==> config.mk <==
export PLATFORM = sky130hd
export DESIGN_NAME = fetch_prefetch_queue
export DESIGN_NICKNAME = d
export VERILOG_FILES = /design/src/rtl/fetch_prefetch_queue.sv
export SDC_FILE = /design/constraint.sdc
export NUM_CORES = 1
export LEC_CHECK = 0
export CAP_MARGIN = 10
export CORE_MARGIN = 4
export CORE_UTILIZATION = 45
export CTS_CLUSTER_DIAMETER = 120
export DETAILED_ROUTE_END_ITERATION = 16
export GPL_TIMING_DRIVEN = 0
export PLACE_DENSITY = 0.69
export SLEW_MARGIN = 5
export SYNTH_ARGS = -nofsm -noshare
export SYNTH_HDL_FRONTEND = slang
export SYNTH_SLANG_ARGS = --single-unit
==> constraint.sdc <==
create_clock -name clk -period 2.6 [get_ports clk]
set_input_delay 0.52 -clock clk [delete_from_list [all_inputs] [get_ports clk]]
set_output_delay 0.52 -clock clk [all_outputs]
set_load 0.01 [all_outputs]
==> src/rtl/fetch_prefetch_queue.sv <==
// rtl/fetch_prefetch_queue.sv - sequential instruction prefetch FIFO with redirect flush
//
// Ports:
//   clk, rst            clock (rising edge), async active-low reset
//   add_bus, bus_req    instruction-bus address (fetch PC) and fetch request
//   data_bus, isCplt    instruction-bus read data and its completion strobe
//   isStop              global freeze of fetch, push and pop
//   redirect,
//   redirect_pc         flush the queue and restart fetch at redirect_pc
//   take                decode consumes the head entry
//   order,
//   nextOrderAddress    head instruction and its address (0 when empty)
//   next_isRunning      head entry valid
//   count               occupied entries

module fetch_prefetch_queue #(
  parameter int                 ADDR_W   = 32,
  parameter int                 DATA_W   = 32,
  parameter int                 DEPTH    = 4,
  parameter int                 PC_STEP  = 4,
  parameter logic [ADDR_W-1:0]  RESET_PC = '0
) (
  input  logic                        clk,
  input  logic                        rst,
  output logic [ADDR_W-1:0]           add_bus,
  output logic                        bus_req,
  input  logic [DATA_W-1:0]           data_bus,
  input  logic                        isCplt,
  input  logic                        isStop,
  input  logic                        redirect,
  input  logic [ADDR_W-1:0]           redirect_pc,
  input  logic                        take,
  output logic [DATA_W-1:0]           order,
  output logic [ADDR_W-1:0]           nextOrderAddress,
  output logic                        next_isRunning,
  output logic [$clog2(DEPTH):0]      count
);

  localparam int PW = $clog2(DEPTH);
  localparam int CW = PW + 1;
  localparam logic [CW-1:0]     DEPTH_C = CW'(DEPTH);
  localparam logic [ADDR_W-1:0] STEP_C  = ADDR_W'(PC_STEP);

  logic [ADDR_W-1:0] pc_q, pc_d;
  logic [PW-1:0]     wr_ptr_q, wr_ptr_d;
  logic [PW-1:0]     rd_ptr_q, rd_ptr_d;
  logic [CW-1:0]     count_q, count_d;
  logic [ADDR_W-1:0] addr_mem_q [DEPTH];
  logic [ADDR_W-1:0] addr_mem_d [DEPTH];
  logic [DATA_W-1:0] data_mem_q [DEPTH];
  logic [DATA_W-1:0] data_mem_d [DEPTH];

  logic req;
  logic push;
  logic pop;
  logic head_valid;

  always_comb begin
    head_valid = (count_q != '0);
    // A full queue drops the request; the slot freed by a pop is only
    // seen on the following cycle, which costs one bubble.
    req  = rst && !isStop && !redirect && (count_q < DEPTH_C);
    push = req && isCplt;
    pop  = take && head_valid && !isStop && !redirect;

    pc_d       = pc_q;
    wr_ptr_d   = wr_ptr_q;
    rd_ptr_d   = rd_ptr_q;
    count_d    = count_q;
    addr_mem_d = addr_mem_q;
    data_mem_d = data_mem_q;

    if (redirect) begin
      // Flush wins over freeze and discards any same-cycle completion.
      pc_d     = redirect_pc;
      wr_ptr_d = '0;
      rd_ptr_d = '0;
      count_d  = '0;
    end else begin
      if (push) begin
        addr_mem_d[wr_ptr_q] = pc_q;
        data_mem_d[wr_ptr_q] = data_bus;
        wr_ptr_d             = wr_ptr_q + PW'(1);
        pc_d                 = pc_q + STEP_C;
      end
      if (pop) begin
        rd_ptr_d = rd_ptr_q + PW'(1);
      end
      count_d = count_q + CW'(push) - CW'(pop);
    end
  end

  always_ff @(posedge clk or negedge rst) begin
    if (!rst) begin
      pc_q     <= RESET_PC;
      wr_ptr_q <= '0;
      rd_ptr_q <= '0;
      count_q  <= '0;
      for (int i = 0; i < DEPTH; i++) begin
        addr_mem_q[i] <= '0;
        data_mem_q[i] <= '0;
      end
    end else begin
      pc_q       <= pc_d;
      wr_ptr_q   <= wr_ptr_d;
      rd_ptr_q   <= rd_ptr_d;
      count_q    <= count_d;
      addr_mem_q <= addr_mem_d;
      data_mem_q <= data_mem_d;
    end
  end

  assign add_bus          = pc_q;
  assign bus_req          = req;
  assign count            = count_q;
  assign next_isRunning   = head_valid;
  assign order            = head_valid ? data_mem_q[rd_ptr_q] : '0;
  assign nextOrderAddress = head_valid ? addr_mem_q[rd_ptr_q] : '0;

endmodule

* After elaboration in Yosys (flattened, before gate mapping) *
Index checks and enable logic that the tools add are counted.

storage, ports and cells
  register bits = 295
  bits in latches = 0
  bits in writable memories = 0
  bits in read-only memories = 0
  output and inout bits = 101
  word-level logic and storage cells = 57
  memories = 0

operators by class
  add/sub/neg operators = 5
  $mul = 0
  divide/modulo/power cells = 0
  $lt $le $gt $ge = 4
  equality and inequality tests = 0
  shift-type cells = 0
  multiplexer cells = 19
  bitwise logic cells = 3
  reduce and logical (&&, ||, !) cells = 14

operators by type and width
  kind                                                                  count
  32-bit two-way mux                                                    9
  128-bit bitwise mux                                                   2
  32-bit binary-select mux with 2-bit select                            2
  32-bit demux with 2-bit select                                        1
  32-bit by 3-bit adder with 32-bit output, second input constant       1
  1-bit logical AND                                                     8
  2-bit two-way mux                                                     4
  3-bit >= comparator, second input constant                            2
  2-bit inverter with 3-bit output                                      2
  2-bit by 1-bit adder with 2-bit output, second input constant         2
  2-bit nonzero test                                                    2
  3-bit by 1-bit adder with 3-bit output                                1
  3-bit by 1-bit < comparator with 1-bit output, second input constant  1
  3-bit < comparator, second input constant                             1
  3-bit two-way mux                                                     1
  3-bit nonzero test                                                    1
  3-bit by 1-bit subtractor with 3-bit output                           1
  1-bit logical NOT                                                     2
  2-bit AND reduction                                                   1
  1-bit inverter                                                        1

* Logic depth before layout (Yosys ltp) *
  word-level depth = 8
  gate-level depth with buffers = 14

* Least setup slack after synthesis *
Ideal clock, no wire load.

  path kind = input-to-reg
  start = input port redirect
  end = register count_q[2], in the netlist count[2]
  library setup time = 0.132 ns
  data arrival time = 2.779 ns
  path slack = -0.310 ns
  stages on the path = 14
  cells stage by stage = buf_6 -> nor4b_4 -> and2_1 -> buf_4 -> inv_1 -> clkbuf_1 -> ha_1 -> inv_1 -> ha_1 -> inv_1 -> fa_1 -> xor2_1 -> xnor2_1 -> nor2_1

between the ends
  longest elaborated chain between the ends = 7
  elaborated cells on any way between the ends = 8
  those cells by class = 2 x add/sub; 1 x mux; 5 x reduce/logical

ends and longest elaborated chain
  element                                      line  text
  start: declaration                           30    input logic redirect,
  1-bit logical NOT                            62    req = rst && !isStop && !redirect && (count_q < DEPTH_C);
  1-bit logical AND (2 in a row)               62
  net bus_req                                  26    output logic bus_req,
  1-bit logical AND                            63    push = req && isCplt;
  3-bit by 1-bit adder with 3-bit output       89    count_d = count_q + CW'(push) - CW'(pop);
  3-bit by 1-bit subtractor with 3-bit output  89
  3-bit two-way mux                            73    if (redirect) begin
  net count_d[2]                               47    logic [CW-1:0] count_q, count_d;
  end signal: assignment                       107   count_q <= count_d;
  end: declaration                             47

The timed path passes the listed nets, and every way through them passes these cells.
A chain may end at the register's enable or synchronous reset.

* Worst setup path after layout *
  start = register rd_ptr_q[0]
  end = output port order[10]

between the ends
  longest elaborated chain between the ends = 5

ends and longest elaborated chain
  element                                                 line  text
  start: declaration                                      46    logic [PW-1:0] rd_ptr_q, rd_ptr_d;
  start signal: assignment                                106   rd_ptr_q <= rd_ptr_d;
  2-bit inverter with 3-bit output (implied by the code)  117   assign order = head_valid ? data_mem_q[rd_ptr_q] : '0;
  32-bit binary-select mux with 2-bit select              117
  32-bit two-way mux (implied by the code) (2 in a row)   117
  32-bit two-way mux                                      117
  end: declaration                                        33    output logic [DATA_W-1:0] order,

No other way between the ends. The select of a mux whose other input is x is not followed.

==> impl_metrics.yaml <==
floorplan:
  chipHeight_um: 182.2
  num_io_pins: 171
  die_area_mm2: 0.03319
  die_w_um: 182.2
  initial_core_util_pct: 45.81
  num_rows: 63
  core_area_mm2: 0.02980
critical_path:
  crit_path_max_fanout: 5
  slowest_stage: "mux4_2"
  path_cells: "buf_12 > buf_12 > buf_12 > mux4_2 > and2_1 > buf_2"
  worstPathRequired_ns: 2.08
  critPathCaptureType: "output port"
  critical_path_class: "reg -> out"
  r2r_end: "count[2]"
  slowest_delay_ns: 0.48
  timing.critical_path.from: "rd_ptr_q[0]"
  endpoint: "order[10]"
  arrival_ns: 2.11
  r2r_slack_ns: 0.11
  reg2reg_from: "count[2]"
  start_kind: "flop"
  crit_top_cell: "buf_12"
  r2r_cells: 12
synthesis:
  synthArstFlopShare_pct: 100.0
  syn_area_mm2: 0.01365
  synth_seq_area_share_pct: 54.08
  yosysMostFrequentCell: "dfrtp_1"
  synth_common_cells: "295 x dfrtp_1, 248 x mux2_2, 66 x and2_1"
  syn_nets: 1035
  synth.area.top_cells: "dfrtp_1 54%, mux2_2 20%, mux4_2 11%, and2_1 3.0%, nand2_1 1.6%"
  synth_cell_types: 48
  syn_area_per_cell_um2: 14.26
  ys_ff_latch: 295
  ys.flop_type: "dfrtp_1"
  synth_edf_count: 0
  synth.top_cell.area_share_pct: 54.08
  yosysWarningCount: 0
  synth_top_cell_by_area: "dfrtp_1"
  syn_inst: 957
detailed_routing:
  drc_errors: 0
  routed_wl_mm: 33.90
  viasPerCell: 5.533
  wl_per_cell_um: 21.17
  ant_nets: 0
  drt_first_iter_violations: 496
  firstDrtPassIters: 4
  vias: 8858
final_layout:
  final_util_pct: 58.89
  nets: 1267
  syn_to_final_growth_pct: 28.55
  antennaDiodeCount: 0
  n_fill_cell: 2414
  design_area_mm2: 0.01755
  final_layout_size_suffix_gt1_share_pct: 47.07
run_status:
  status: "complete, but fails checks"
  failed_checks: "setup timing"
global_routing:
  grt_antenna_before_repair: 1
  grt_max_degree: 108
  grt_pass1_wl_mm: 53.94
  grt-ovfl-total: 0
  grt_pass1_vias: 9718
  grtUsageTotal_pct: 20.51
sta:
  fmax_mhz: 380.2
  hold_ws_ns: 0.04246
  fin_crit_ns: 2.630
  setup_viol: 12
  worst_slew_pin_slew_ns: 0.8959
  worst_slack_ns: -0.03024
  min_period_over_period_pct: 101.2
  rsz0062_at_grt: "true"
  finalHoldViolCount: 0
  fin_skew_ns: 0.02067
  maxSlewViolCount: 0
  relSlewSlack_pct: 40.27
clock_network:
  clockBufferDepth: 3
  root_buffer: "clkbuf_16"
  htree_levels: 2
  cts.sinks: 295
  cts_tree: "yes"
  clock_latency_ns: 0.50
  path_clk_slew_ns: 0.06
  numCtsBuffers: 34
placed_design:
  place.port_buffers: 169
  dpl_cell_area_mm2: 0.01594
  routabilityCongestion: 0.8443
  post-dp-hpwl_mm: 22.81
hold_path:
  min-delay-path-class: "in -> async"
run:
  maxCapViolCount: 0
power_and_ir_drop:
  ir_worst_vdd_mv: 0.4250
  finalPower_mw: 12.35
  p_sw_mw: 3.077
  pwr-share-seq_pct: 44.5
  p_leak_nw: 8.114
  p_clk_share_pct: 36.3
  p_int_mw: 9.272
  swShare_pct: 24.92
  p_comb_share_pct: 19.2
  p_per_area_mw_per_mm2: 703.7
layout by cell type, fill, tap and decap left out, types with 7 or more instances in the layout:
cell type | Yosys | final
o211ai_1 | 13 | 13
and2_1 | 66 | 15
clkbuf_16 | 0 | 35
buf_2 | 21 | 40
buf_6 | 4 | 41
dfrtp_1 | 295 | 291
mux2_2 | 248 | 248
clkbuf_2 | 0 | 8
clkbuf_1 | 35 | 30
mux4_2 | 64 | 64
o311ai_0 | 17 | 17
and2_4 | 0 | 51
buf_4 | 4 | 22
nand2_1 | 59 | 59
nand4_1 | 7 | 7
nand3_1 | 19 | 19
nor2_1 | 16 | 16
clkbuf_8 | 0 | 11
o21ai_0 | 20 | 20
clkdlybuf4s50_1 | 0 | 101
buf_12 | 0 | 10
cell type report:
type | count | area [µm²] | share of cell area, %
inverters | 10 | 50.05 | 0.2852
clock buffers | 50 | 1002 | 5.711
repair buffers | 198 | 1971 | 11.23
flip-flops and latches | 295 | 7387 | 42.10
clock inverters | 8 | 47.55 | 0.2709
plain buffers | 67 | 515.5 | 2.938
multi-input cells | 583 | 6087 | 34.69
well taps | 390 | 488.0 | 2.781
stage by stage:
step	TNS, ns	worst slack [ns]	cells
floorplan	-0.08789	-0.08789	957
global placement	-6779.06	-11.90	1516
detailed placement	-114.44	-0.8706	1518
CTS	-1.413	-0.1922	1591
global route	-2.940	-0.09997	1601
finish	-0.1314	-0.03024	1601
layer usage:
metal	vias up	wire [µm]	GRT usage, %
met5	-	13	0
met4	2	1069	6.845
met3	62	1575	3.947
met2	183	16760	34.31
met1	4623	14480	27.14
li1	3988	-	-
worst min-delay path by stage:
stage               slack [ns]            from         endpoint  depth (start not counted)
finish                    0.04             rst  addr_mem_q[100]                          2
global placement          0.46  addr_mem_q[55]   addr_mem_q[55]                          2
CTS                       0.03             rst  addr_mem_q[104]                          2
global route              0.03             rst   addr_mem_q[39]                          2
floorplan                 0.22             rst       add_bus[0]                          0
detailed placement        0.47  addr_mem_q[55]   addr_mem_q[55]                          2
flip-flops by register name, indices dropped and copies added (netlist names):
register	count
wr_ptr_q	2
rd_ptr_q	2
data_mem_q	128
add_bus	32
addr_mem_q	128
count	3
cell families (layout without fill, tap and decap cells):
kind of cell / after synthesis / in the layout / synth area share (%)
mux: 313 / 313 / 31.09
flops: 295 / 295 / 54.08
simple gates: 193 / 193 / 7.709
buf+inv: 79 / 333 / 2.695
compound gates: 65 / 65 / 3.382
fa+ha+maj: 8 / 8 / 0.7882
xor+xnor: 4 / 4 / 0.2567
power groups by stage:
stage          sequential, mW  combinational, mW  clock, mW
6_report                 5.50               2.37       4.48
5_1_grt                  5.56               2.58       4.77
4_1_cts                  5.49               2.33       4.59
3_5_place_dp             5.57               2.18          0
3_3_place_gp             5.56               2.13          0
2_1_floorplan            5.48               1.29          0
critical path: cells and delay by family (launching register included):
| kind | cells | cell delay [ns] |
|---|---|---|
| buffers and inverters | 4 | 0.53 |
| flip-flops | 1 | 0.44 |
| multiplexers | 1 | 0.48 |
| AND/OR/NAND/NOR | 1 | 0.15 |
timing repair:
item	CTS	global route
resized for setup	374	51
hold endpoints to repair	46	0
gates cloned	2	0
pin swaps	23	9
setup buffers	12	12
setup endpoints to repair	68	64
hold buffers	2	0
Power figures use the tool's default switching activity.
